File: src/rtl/led_pattern_ctrl.sv
// Button/LED demo controller: debounces active-low buttons on a prescaled tick and
// drives LEDs in one of four pattern modes; pressing all buttons together steps the mode.
module led_pattern_ctrl #(
    parameter int N_CH          = 2,
    parameter int DIV_W         = 12,
    parameter int DEB_TICKS     = 4,
    parameter int HALF_TICKS    = 12207,
    parameter int LOCKOUT_TICKS = 16384,
    parameter int RESET_MODE    = 1
) (
    input  logic            CLK,
    input  logic            reset,
    input  logic [N_CH-1:0] but_n,
    output logic [N_CH-1:0] led,
    output logic [1:0]      mode,
    output logic            tick
);

    localparam int DC_W = $clog2(DEB_TICKS + 1);
    localparam int PC_W = (HALF_TICKS > 1) ? $clog2(HALF_TICKS) : 1;
    localparam int LK_W = $clog2(LOCKOUT_TICKS + 1);

    localparam logic [DIV_W-1:0] DIV_PRE   = {DIV_W{1'b1}} - DIV_W'(1);
    localparam logic [DC_W-1:0]  DEB_LAST  = DC_W'(DEB_TICKS - 1);
    localparam logic [PC_W-1:0]  PHASE_LAST = PC_W'(HALF_TICKS - 1);
    localparam logic [LK_W-1:0]  LOCK_FULL = LK_W'(LOCKOUT_TICKS);
    localparam logic [N_CH-1:0]  CHASE_INIT = N_CH'(1);

    typedef enum logic [1:0] {
        MODE_DIRECT    = 2'd0,
        MODE_ALTERNATE = 2'd1,
        MODE_CHASE     = 2'd2,
        MODE_ALL_BLINK = 2'd3
    } mode_t;

    logic [DIV_W-1:0] div_reg;
    logic             tick_reg;
    logic [N_CH-1:0]  deb_vec;
    logic [N_CH-1:0]  alt_pat;
    logic [N_CH-1:0]  chase_reg;
    logic [N_CH-1:0]  chase_rot;
    logic [PC_W-1:0]  phase_cnt_reg;
    logic             phase_reg;
    logic [LK_W-1:0]  lock_cnt_reg;
    mode_t            mode_reg;
    logic [N_CH-1:0]  led_reg;
    logic [N_CH-1:0]  led_next;
    logic             combo;
    logic             phase_wrap;

    // tick is registered one count early so it is high exactly while div is all ones
    always_ff @(posedge CLK) begin
        if (!reset) begin
            div_reg  <= '0;
            tick_reg <= 1'b0;
        end else begin
            div_reg  <= div_reg + DIV_W'(1);
            tick_reg <= (div_reg == DIV_PRE);
        end
    end

    genvar gi;
    generate
        for (gi = 0; gi < N_CH; gi++) begin : g_ch
            logic            sync1_reg;
            logic            sync2_reg;
            logic            deb_reg;
            logic [DC_W-1:0] dcnt_reg;
            logic            pressed;

            assign pressed = ~sync2_reg;

            always_ff @(posedge CLK) begin
                if (!reset) begin
                    sync1_reg <= 1'b1;
                    sync2_reg <= 1'b1;
                    deb_reg   <= 1'b0;
                    dcnt_reg  <= '0;
                end else begin
                    sync1_reg <= but_n[gi];
                    sync2_reg <= sync1_reg;
                    if (tick_reg) begin
                        if (pressed != deb_reg) begin
                            if (dcnt_reg == DEB_LAST) begin
                                deb_reg  <= pressed;
                                dcnt_reg <= '0;
                            end else begin
                                dcnt_reg <= dcnt_reg + DC_W'(1);
                            end
                        end else begin
                            dcnt_reg <= '0;
                        end
                    end
                end
            end

            assign deb_vec[gi] = deb_reg;
            assign alt_pat[gi] = phase_reg ^ 1'(gi % 2);
        end

        if (N_CH == 1) begin : g_rot_one
            assign chase_rot = chase_reg;
        end else begin : g_rot_many
            assign chase_rot = {chase_reg[N_CH-2:0], chase_reg[N_CH-1]};
        end
    endgenerate

    assign combo      = (&deb_vec) && (lock_cnt_reg == LOCK_FULL);
    assign phase_wrap = (phase_cnt_reg == PHASE_LAST);

    // A mode change restarts the pattern so every mode begins from a known phase
    always_ff @(posedge CLK) begin
        if (!reset) begin
            mode_reg      <= mode_t'(2'(RESET_MODE));
            lock_cnt_reg  <= '0;
            phase_cnt_reg <= '0;
            phase_reg     <= 1'b0;
            chase_reg     <= CHASE_INIT;
        end else if (tick_reg) begin
            if (combo) begin
                mode_reg      <= mode_t'(mode_reg + 2'd1);
                lock_cnt_reg  <= '0;
                phase_cnt_reg <= '0;
                phase_reg     <= 1'b0;
                chase_reg     <= CHASE_INIT;
            end else begin
                if (lock_cnt_reg != LOCK_FULL) begin
                    lock_cnt_reg <= lock_cnt_reg + LK_W'(1);
                end
                if (phase_wrap) begin
                    phase_cnt_reg <= '0;
                    phase_reg     <= ~phase_reg;
                    chase_reg     <= chase_rot;
                end else begin
                    phase_cnt_reg <= phase_cnt_reg + PC_W'(1);
                end
            end
        end
    end

    always_comb begin
        led_next = '0;
        case (mode_reg)
            MODE_DIRECT:    led_next = deb_vec;
            MODE_ALTERNATE: led_next = alt_pat;
            MODE_CHASE:     led_next = chase_reg;
            MODE_ALL_BLINK: led_next = {N_CH{phase_reg}};
            default:        led_next = '0;
        endcase
    end

    always_ff @(posedge CLK) begin
        if (!reset) begin
            led_reg <= '0;
        end else begin
            led_reg <= led_next;
        end
    end

    assign led  = led_reg;
    assign mode = mode_reg;
    assign tick = tick_reg;

endmodule

File: config.mk
export PLATFORM = sky130hd
export DESIGN_NAME = led_pattern_ctrl
export DESIGN_NICKNAME = d
export VERILOG_FILES = /design/src/rtl/led_pattern_ctrl.sv
export SDC_FILE = /design/constraint.sdc
export NUM_CORES = 1
export LEC_CHECK = 0
export CORE_ASPECT_RATIO = 0.9
export CORE_UTILIZATION = 65
export CTS_BUF_LIST = sky130_fd_sc_hd__clkbuf_8
export DETAILED_ROUTE_END_ITERATION = 16
export PLACE_DENSITY_LB_ADDON = 0.1
export RECOVER_POWER = 100
export SETUP_SLACK_MARGIN = 0.1
export SLEW_MARGIN = 25
export SYNTH_ARGS = -nofsm -noshare
export SYNTH_HDL_FRONTEND = slang
export SYNTH_SLANG_ARGS = --single-unit
File: constraint.sdc
create_clock -name CLK -period 3.6 [get_ports CLK]
set_input_delay 0.54 -clock CLK [delete_from_list [all_inputs] [get_ports CLK]]
set_output_delay 0.54 -clock CLK [all_outputs]
set_load 0.01 [all_outputs]
=== Word-level counts from Yosys, hierarchy flattened ===
Cells that the tools add are included.

* Bits in registers: 61
* Output and inout port bits: 5

* Add/subtract/negate cells: 6
* Equal/unequal tests: 11
* Mux-type cells: 13
* Bitwise operators: 3
* Reduce and logical (&&, ||, !) cells: 10

{| class="wikitable"
|+ Operator list
! cell !! count
|-
| 15-bit 2-to-1 mux || 2
|-
| 14-bit 2-to-1 mux || 2
|-
| 15-bit by 1-bit adder with 15-bit output, second input constant || 1
|-
| 15-bit equality test, second input constant || 1
|-
| 15-bit inequality test, second input constant || 1
|-
| 14-bit by 1-bit adder with 14-bit output, second input constant || 1
|-
| 14-bit equality test, second input constant || 1
|-
| 12-bit by 1-bit adder with 12-bit output, second input constant || 1
|-
| 12-bit equality test, second input constant || 1
|-
| 3-bit 2-to-1 mux || 4
|-
| 2-bit case mux with 4 select lines || 1
|-
| 2-bit AND reduction || 4
|-
| 3-bit by 1-bit adder with 3-bit output, second input constant || 2
|-
| 3-bit by 2-bit equality test with 1-bit output, second input constant || 2
|-
| 3-bit AND reduction || 2
|-
| 2-bit equality test, second input constant || 2
|-
| 2-bit 2-to-1 mux || 2
|-
| 2-bit nonzero test || 2
|-
| 1-bit inverter || 3
|-
| 2-bit by 1-bit adder with 2-bit output, second input constant || 1
|-
| 2-bit by 1-bit equality test with 1-bit output, second input constant || 1
|-
| 2-bit logical NOT || 1
|-
| 1-bit 2-to-1 mux || 2
|-
| 1-bit inequality test || 2
|-
| 1-bit logical AND || 1
|}

=== Logic depth before layout (Yosys ltp) ===
Gate-level depths: netlist of the first run.

* Depth after elaboration: 4
* Depth in mapped cells: 7
* Gate-level depth less buffers: 6

=== Worst setup path before layout of the first run ===
No wires, ideal clock.

* Path type: register to register
* From: register lock_cnt_reg[0]
* To: register lock_cnt_reg[12]
* Data arrival time: 1.611 ns
* Data required time: 3.534 ns
* Setup slack: 1.923 ns
* Cell stages (with the launch flop): 8
* Buffers on the path: 1
* Period minus slack after synthesis: 1.677 ns
* Cell sequence: dfxtp_1 -> inv_1 -> ha_1 -> nor4b_4 -> and4_4 -> buf_6 -> or4_4 -> a21oi_2

* Longest elaborated chain between the ends: 4
* Elaborated cells between the ends (all ways): 8
* Those cells by class: add/sub (1); eq/ne (2); mux (2); reduce/logical (3)

{| class="wikitable"
|+ RTL lines
! element !! line !! text
|-
| start, declared || 44 || <nowiki>logic [LK_W-1:0] lock_cnt_reg;</nowiki>
|-
| start signal, assigned || 128 || <nowiki>lock_cnt_reg <= lock_cnt_reg + LK_W'(1);</nowiki>
|-
| branches (longest 4 deep; another with 15-bit by 1-bit adder with 15-bit output) || -- ||
|}

Several ways; the timed one is not identified. The select of a mux whose other input is x is not followed.
A chain may end at the register's enable or synchronous reset.

=== Worst setup path in the final report of the first run ===
* From: register lock_cnt_reg[0]
* To: register phase_reg

* Longest elaborated chain between the ends: 4
* Elaborated cells between the ends (all ways): 5
* Those cells by class: eq/ne (1); mux (1); reduce/logical (3)

{| class="wikitable"
|+ RTL lines
! element !! line !! text
|-
| 15-bit equality test * || 108 || <nowiki>assign combo = (&deb_vec) && (lock_cnt_reg == LOCK_FULL);</nowiki>
|-
| 1-bit logical AND * || 108 ||
|-
| 2-bit nonzero test (no line) || -- ||
|-
| 2-bit AND reduction (no line) || -- ||
|-
| end signal, assigned || 132 || <nowiki>phase_reg <= ~phase_reg;</nowiki>
|-
| end, declared || 43 || <nowiki>logic phase_reg;</nowiki>
|}

Mark *: on every way between the ends. The rest lies on a longest branch, timed or not.

==> results.cfg, run 1 <==
[run_status]
status = finished, final reports clean

[global_route]
grt_overflow = 0
grt_pass1_wl_um = 9380
grt_pass1_vias = 2128
grt_use_total_pct = 26.0
grt_max_degree = 38
antenna_found_initial = 0

[routing]
firstDrtPassIters = 4
drt-wirelength-per-cell_um = 13.9
routed_wl_um = 5450
drc = 0
first_iter_violations = 132
drt-vias-per-instance = 5.91
ant_nets = 0
vias = 2309

[placement]
gp_congestion = 0.800
dp_hpwl_um = 3430
portBuffers = 8

[die]
dieHeight_um = 65.1
start_util_pct = 69.1
core_um2 = 4160
die_width_um = 72.1
die_area_um2 = 4690
io_pins = 9
rows = 22

[critical_path]
worstPathMaxFanout = 14
critical_path_arrival_ps = 2750
cp.required_ps = 3760
endpoint_kind = register
worstSetupPathType = register to register
reg2reg_from = lock_cnt_reg[0]
reg2reg_slack_ps = 1010
reg2reg_depth = 6
crit_start = lock_cnt_reg[0]
worstReg2RegEnd = phase_reg
crit_end = phase_reg
critPathLaunchType = register

[timing]
hold_ws_ps = 408
skew_ps = 4.46
timing.fmax_mhz = 387
drv_slew = 0
rsz0062_at_grt = no
slew_headroom_pct = 23.1
min_period_over_period_pct = 71.8
setup-violations-final = 0
timing_hold_violations_final = 0
period_needed_ps = 2590
fin_tns_setup_ps = 0
worst_pin_slew_ps = 1150

[pwr]
power_frac_comb_pct = 2.0
sw_frac_of_total_pct = 20.4
p_sw_mw = 0.285
power_density_nw_per_um2 = 439
ir_drop_mv = 0.338
p_clk_share_pct = 48.8
p_leak_nw = 1.14
seq_power_share_pct = 49.3
p_int_mw = 1.11

[synthesis]
syn_area_um2 = 2870
synth.avg_cell_area_um2 = 9.03
synth.area.top_cells = dfxtp_1, ha_1, xor2_1
yosys_warnings = 0
synth_edf_count = 0
async_flop_share_pct = 0
ys_top_cells_by_count = dfxtp_1, nor2_1, a21oi_1, nand2_1, nand4_1
ys_seq_elements = 61
syn_nets = 334
synth_cell_types = 48
synth_top_area_cell = dfxtp_1
synthFlopType = dfxtp_1
synth_top_area_share_pct = 42.5
syn_inst = 318
synth.most_common_cell = dfxtp_1
seq_area_frac_synth_pct = 42.5

[clock_tree]
clk_pin_slew_ps = 70
post_cts_buffers = 0
cts.sinks = 61
cts_buffer_depth = 2
numCtsBuffers = 9
insertion_delay_ps = 340
h-tree-depth = 3
cts_tree = done
root_buffer = clkbuf_8
cts.repair.resized = 0
cts-hold-fix-buffers = 0

[cells_and_area]
fillers = 285
layout.nets = 342
area_growth_pct = 10.9
largest_reg_flops = 15
diodes = 0
drive_gt1_share_pct = 7.25

[run]
maxCapViolCount = 0

[min_path]
hold_path.class = register to register
cell type report:
class                      count  area (µm²)  area share, %
clock inverter                 5        73.8           2.32
inverter                      12        45.0           1.41
clock buffer                  11         151           4.75
multi-input combinational    233        1530           48.1
sequential                    61        1220           38.3
timing repair buffer           9        87.6           2.75
tap                           60        75.1           2.36
kinds of logic after synthesis:
kind of cell             Yosys count  synth area share (%)
adder cells (fa/ha/maj)           12                  5.23
AND/OR/NAND/NOR                  142                  29.3
buffers and inverters             24                  3.79
AO/OA/AOI/OAI                     52                  10.9
XOR/XNOR                          26                  7.93
flip-flops                        61                  42.5
multiplexers                       1                 0.348
layer usage:
layer / share of wire (%) / up-vias / wire length [µm] / GRT usage (%)
met4: 1.7 / 0 / 93 / 9.56
li1: - / 1168 / - / -
met2: 48 / 34 / 2640 / 43.9
met3: 3.7 / 14 / 201 / 8.86
met1: 46 / 1093 / 2520 / 30.3
met5: 0 / - / 0 / 0
layout by cell type (no fill, tap or decap), drive strengths merged, types with 2 or more instances in the layout:
cell and n:
nor2b 3, and4 6, a21oi 24, nand2 22, nand2b 6, and3 7, or4 7, o31ai 7
clkinv 3, o21ai 12, clkdlybuf4s50 3, ha 12, clkbuf 11, o22ai 2, xor2 16, dfxtp 61
a211oi 2, or3 5, nor3 16, xnor2 10, nor4b 2, dlygate4sd3 5, a311oi 2, inv 12
nor2 27, nand4 18, bufinv 2, nand3 12, nor4 5
stage by stage:
stage                     power (mW)  instance area [µm²]  worst slack, ps  utilization (%)  cells
after floorplan                0.722                 2870             1920                -    318
after detailed placement       0.731                 2970             1320             71.5    375
after global placement         0.730                 2970             1350             71.5    375
after CTS                       1.40                 3200             1340             76.9    391
after global routing            1.44                 3190              839             76.7    391
final                           1.40                 3190             1010             76.7    391
how the worst min path moves through the flow:
stage / startpoint / end / slack, ps / cells past startpoint
floorplan: g_ch[0].sync1_reg / g_ch[0].sync2_reg / 390 / 1
global placement: g_ch[0].sync1_reg / g_ch[0].sync2_reg / 390 / 1
detailed placement: g_ch[0].sync1_reg / g_ch[0].sync2_reg / 390 / 1
CTS: g_ch[0].sync1_reg / g_ch[0].sync2_reg / 410 / 1
global route: g_ch[1].sync1_reg / g_ch[1].sync2_reg / 440 / 1
finish: g_ch[0].sync1_reg / g_ch[0].sync2_reg / 410 / 1
critical path, stage by stage, from the launching register on:
cell,delay (ps)
dfxtp_1,340
inv_1,100
ha_1,150
nor4b_4,220
nand4_1,390
a21oi_1,1020
o22ai_1,180
power groups by stage:
stage	clock network, mW	logic (mW)	registers, mW
5_1_grt	0.716	0.0310	0.690
4_1_cts	0.686	0.0282	0.689
3_5_place_dp	0	0.0278	0.703
3_3_place_gp	0	0.0269	0.703
6_report	0.682	0.0275	0.689
2_1_floorplan	0	0.0215	0.701
(Power assumes the default switching activity.)
==> inputs of run 2 (changes only) <==
--- a/config.mk
+++ b/config.mk
@@ -6,7 +6,7 @@
 export NUM_CORES = 1
 export LEC_CHECK = 0
 export CORE_ASPECT_RATIO = 0.9
-export CORE_UTILIZATION = 65
+export CORE_UTILIZATION = 63
 export CTS_BUF_LIST = sky130_fd_sc_hd__clkbuf_8
 export DETAILED_ROUTE_END_ITERATION = 16
 export PLACE_DENSITY_LB_ADDON = 0.1
==> constraint.sdc (replaced) <==
create_clock -name CLK -period 2.5 [get_ports CLK]
set_input_delay 0.375 -clock CLK [delete_from_list [all_inputs] [get_ports CLK]]
set_output_delay 0.375 -clock CLK [all_outputs]
set_load 0.01 [all_outputs]
==> results.cfg, run 2 (synthesis gave the netlist of run 1 again) <==
[timing]
drv_slew = 0
timing.fmax_mhz = 464
timing_hold_violations_final = 0
slew_headroom_pct = 23.7
fin_tns_setup_ps = 0
min_period_over_period_pct = 86.2
setup-violations-final = 0
skew_ps = 8.07
rsz0062_at_grt = no
worst_pin_slew_ps = 1140
hold_ws_ps = 406
period_needed_ps = 2150

[routing]
vias = 2268
first_iter_violations = 109
drt-vias-per-instance = 5.80
drc = 0
drt-wirelength-per-cell_um = 13.9
ant_nets = 0
firstDrtPassIters = 4
routed_wl_um = 5430

[cells_and_area]
mostFrequentLayoutCells = dfxtp_1, nor2_1, a21oi_1
layout_commonest_cell = dfxtp_1
largest_reg_flops = 15
area_growth_pct = 9.36
drive_gt1_share_pct = 7.25
fin_area_um2 = 3140
layout.nets = 344
diodes = 0

[global_route]
busiest_layer = met2
grt_use_total_pct = 26.0
grt_overflow = 0
grt_pass1_wl_um = 9400
grtUsageMet2_pct = 41.9
grt_pass1_vias = 2154
grtUsageMet3_pct = 7.93
antenna_found_initial = 0
grt_use_met1_pct = 31.5
grt_max_degree = 38

[clock_tree]
cts.sinks = 61
cts-hold-fix-buffers = 0
post_cts_buffers = 0
insertion_delay_ps = 340
root_buffer = clkbuf_8
h-tree-depth = 3
numCtsBuffers = 9
cts_tree = done
cts.repair.resized = 0
clk_pin_slew_ps = 60
cts_buffer_depth = 2

[critical_path]
worstSetupPathType = register to register
endpoint_kind = register
cp.required_ps = 2700
critPathLaunchType = register
worstPathMaxFanout = 13
critical_path_arrival_ps = 2350

[pwr]
p_leak_nw = 1.14
power_mw = 1.77
ir_drop_mv = 0.409
power_density_nw_per_um2 = 564

[die]
io_pins = 9
die_width_um = 73.2
die_area_um2 = 4830
rows = 22
dieHeight_um = 66.1
start_util_pct = 68.2
core_um2 = 4210

[run_status]
status = finished, final reports clean

[placement]
portBuffers = 8
dp_hpwl_um = 3650
gp_congestion = 0.800
dpl_cell_area_um2 = 2990

[run]
maxCapViolCount = 0

[min_path]
hold_path.class = register to register
[run 2: where the power goes]
group          internal, mW  switching [mW]
clock network         0.395           0.346
logic                0.0153          0.0249
registers             0.982         0.00980
[run 2: metrics by stage]
stage	util, %	instances	setup WS (ps)
floorplan	-	318	823
global placement	70.9	377	629
detailed placement	70.9	377	537
CTS	74.8	391	478
global route	74.6	391	158
finish	74.6	391	346
[run 2: worst paths after layout]
kind	start	to	slack, ps	cells past startpoint
hold / removal	g_ch[0].sync1_reg	g_ch[0].sync2_reg	410	1
hold reg to reg	g_ch[0].sync1_reg	g_ch[0].sync2_reg	410	1
setup / recovery	lock_cnt_reg[0]	lock_cnt_reg[3]	350	7
setup reg to reg	lock_cnt_reg[0]	lock_cnt_reg[3]	350	7
[run 2: worst max-delay path, cell delays in order, from the launching register on]
cell and delay, ps:
dfxtp_1 340, inv_1 90, ha_1 170, nor4b_4 280
nand4_2 270, o21ai_0 220, clkbuf_1 540, nor2_1 110
[run 2: metal layers]
layer | vias up | part of all wire, %
met4 | 0 | 1.5
met2 | 23 | 47
li1 | 1174 | -
met5 | - | 0
met3 | 11 | 2.8
met1 | 1060 | 49
[run 2: final cells by class]
cell class / count / area [µm²]
Tap cell: 60 / 75.1
Clock inverter: 3 / 13.8
Clock buffer: 11 / 151
Sequential cell: 61 / 1220
Fill cell: 317 / 1070
Timing Repair Buffer: 11 / 92.6
Multi-Input combinational cell: 233 / 1540
Inverter: 12 / 45.0
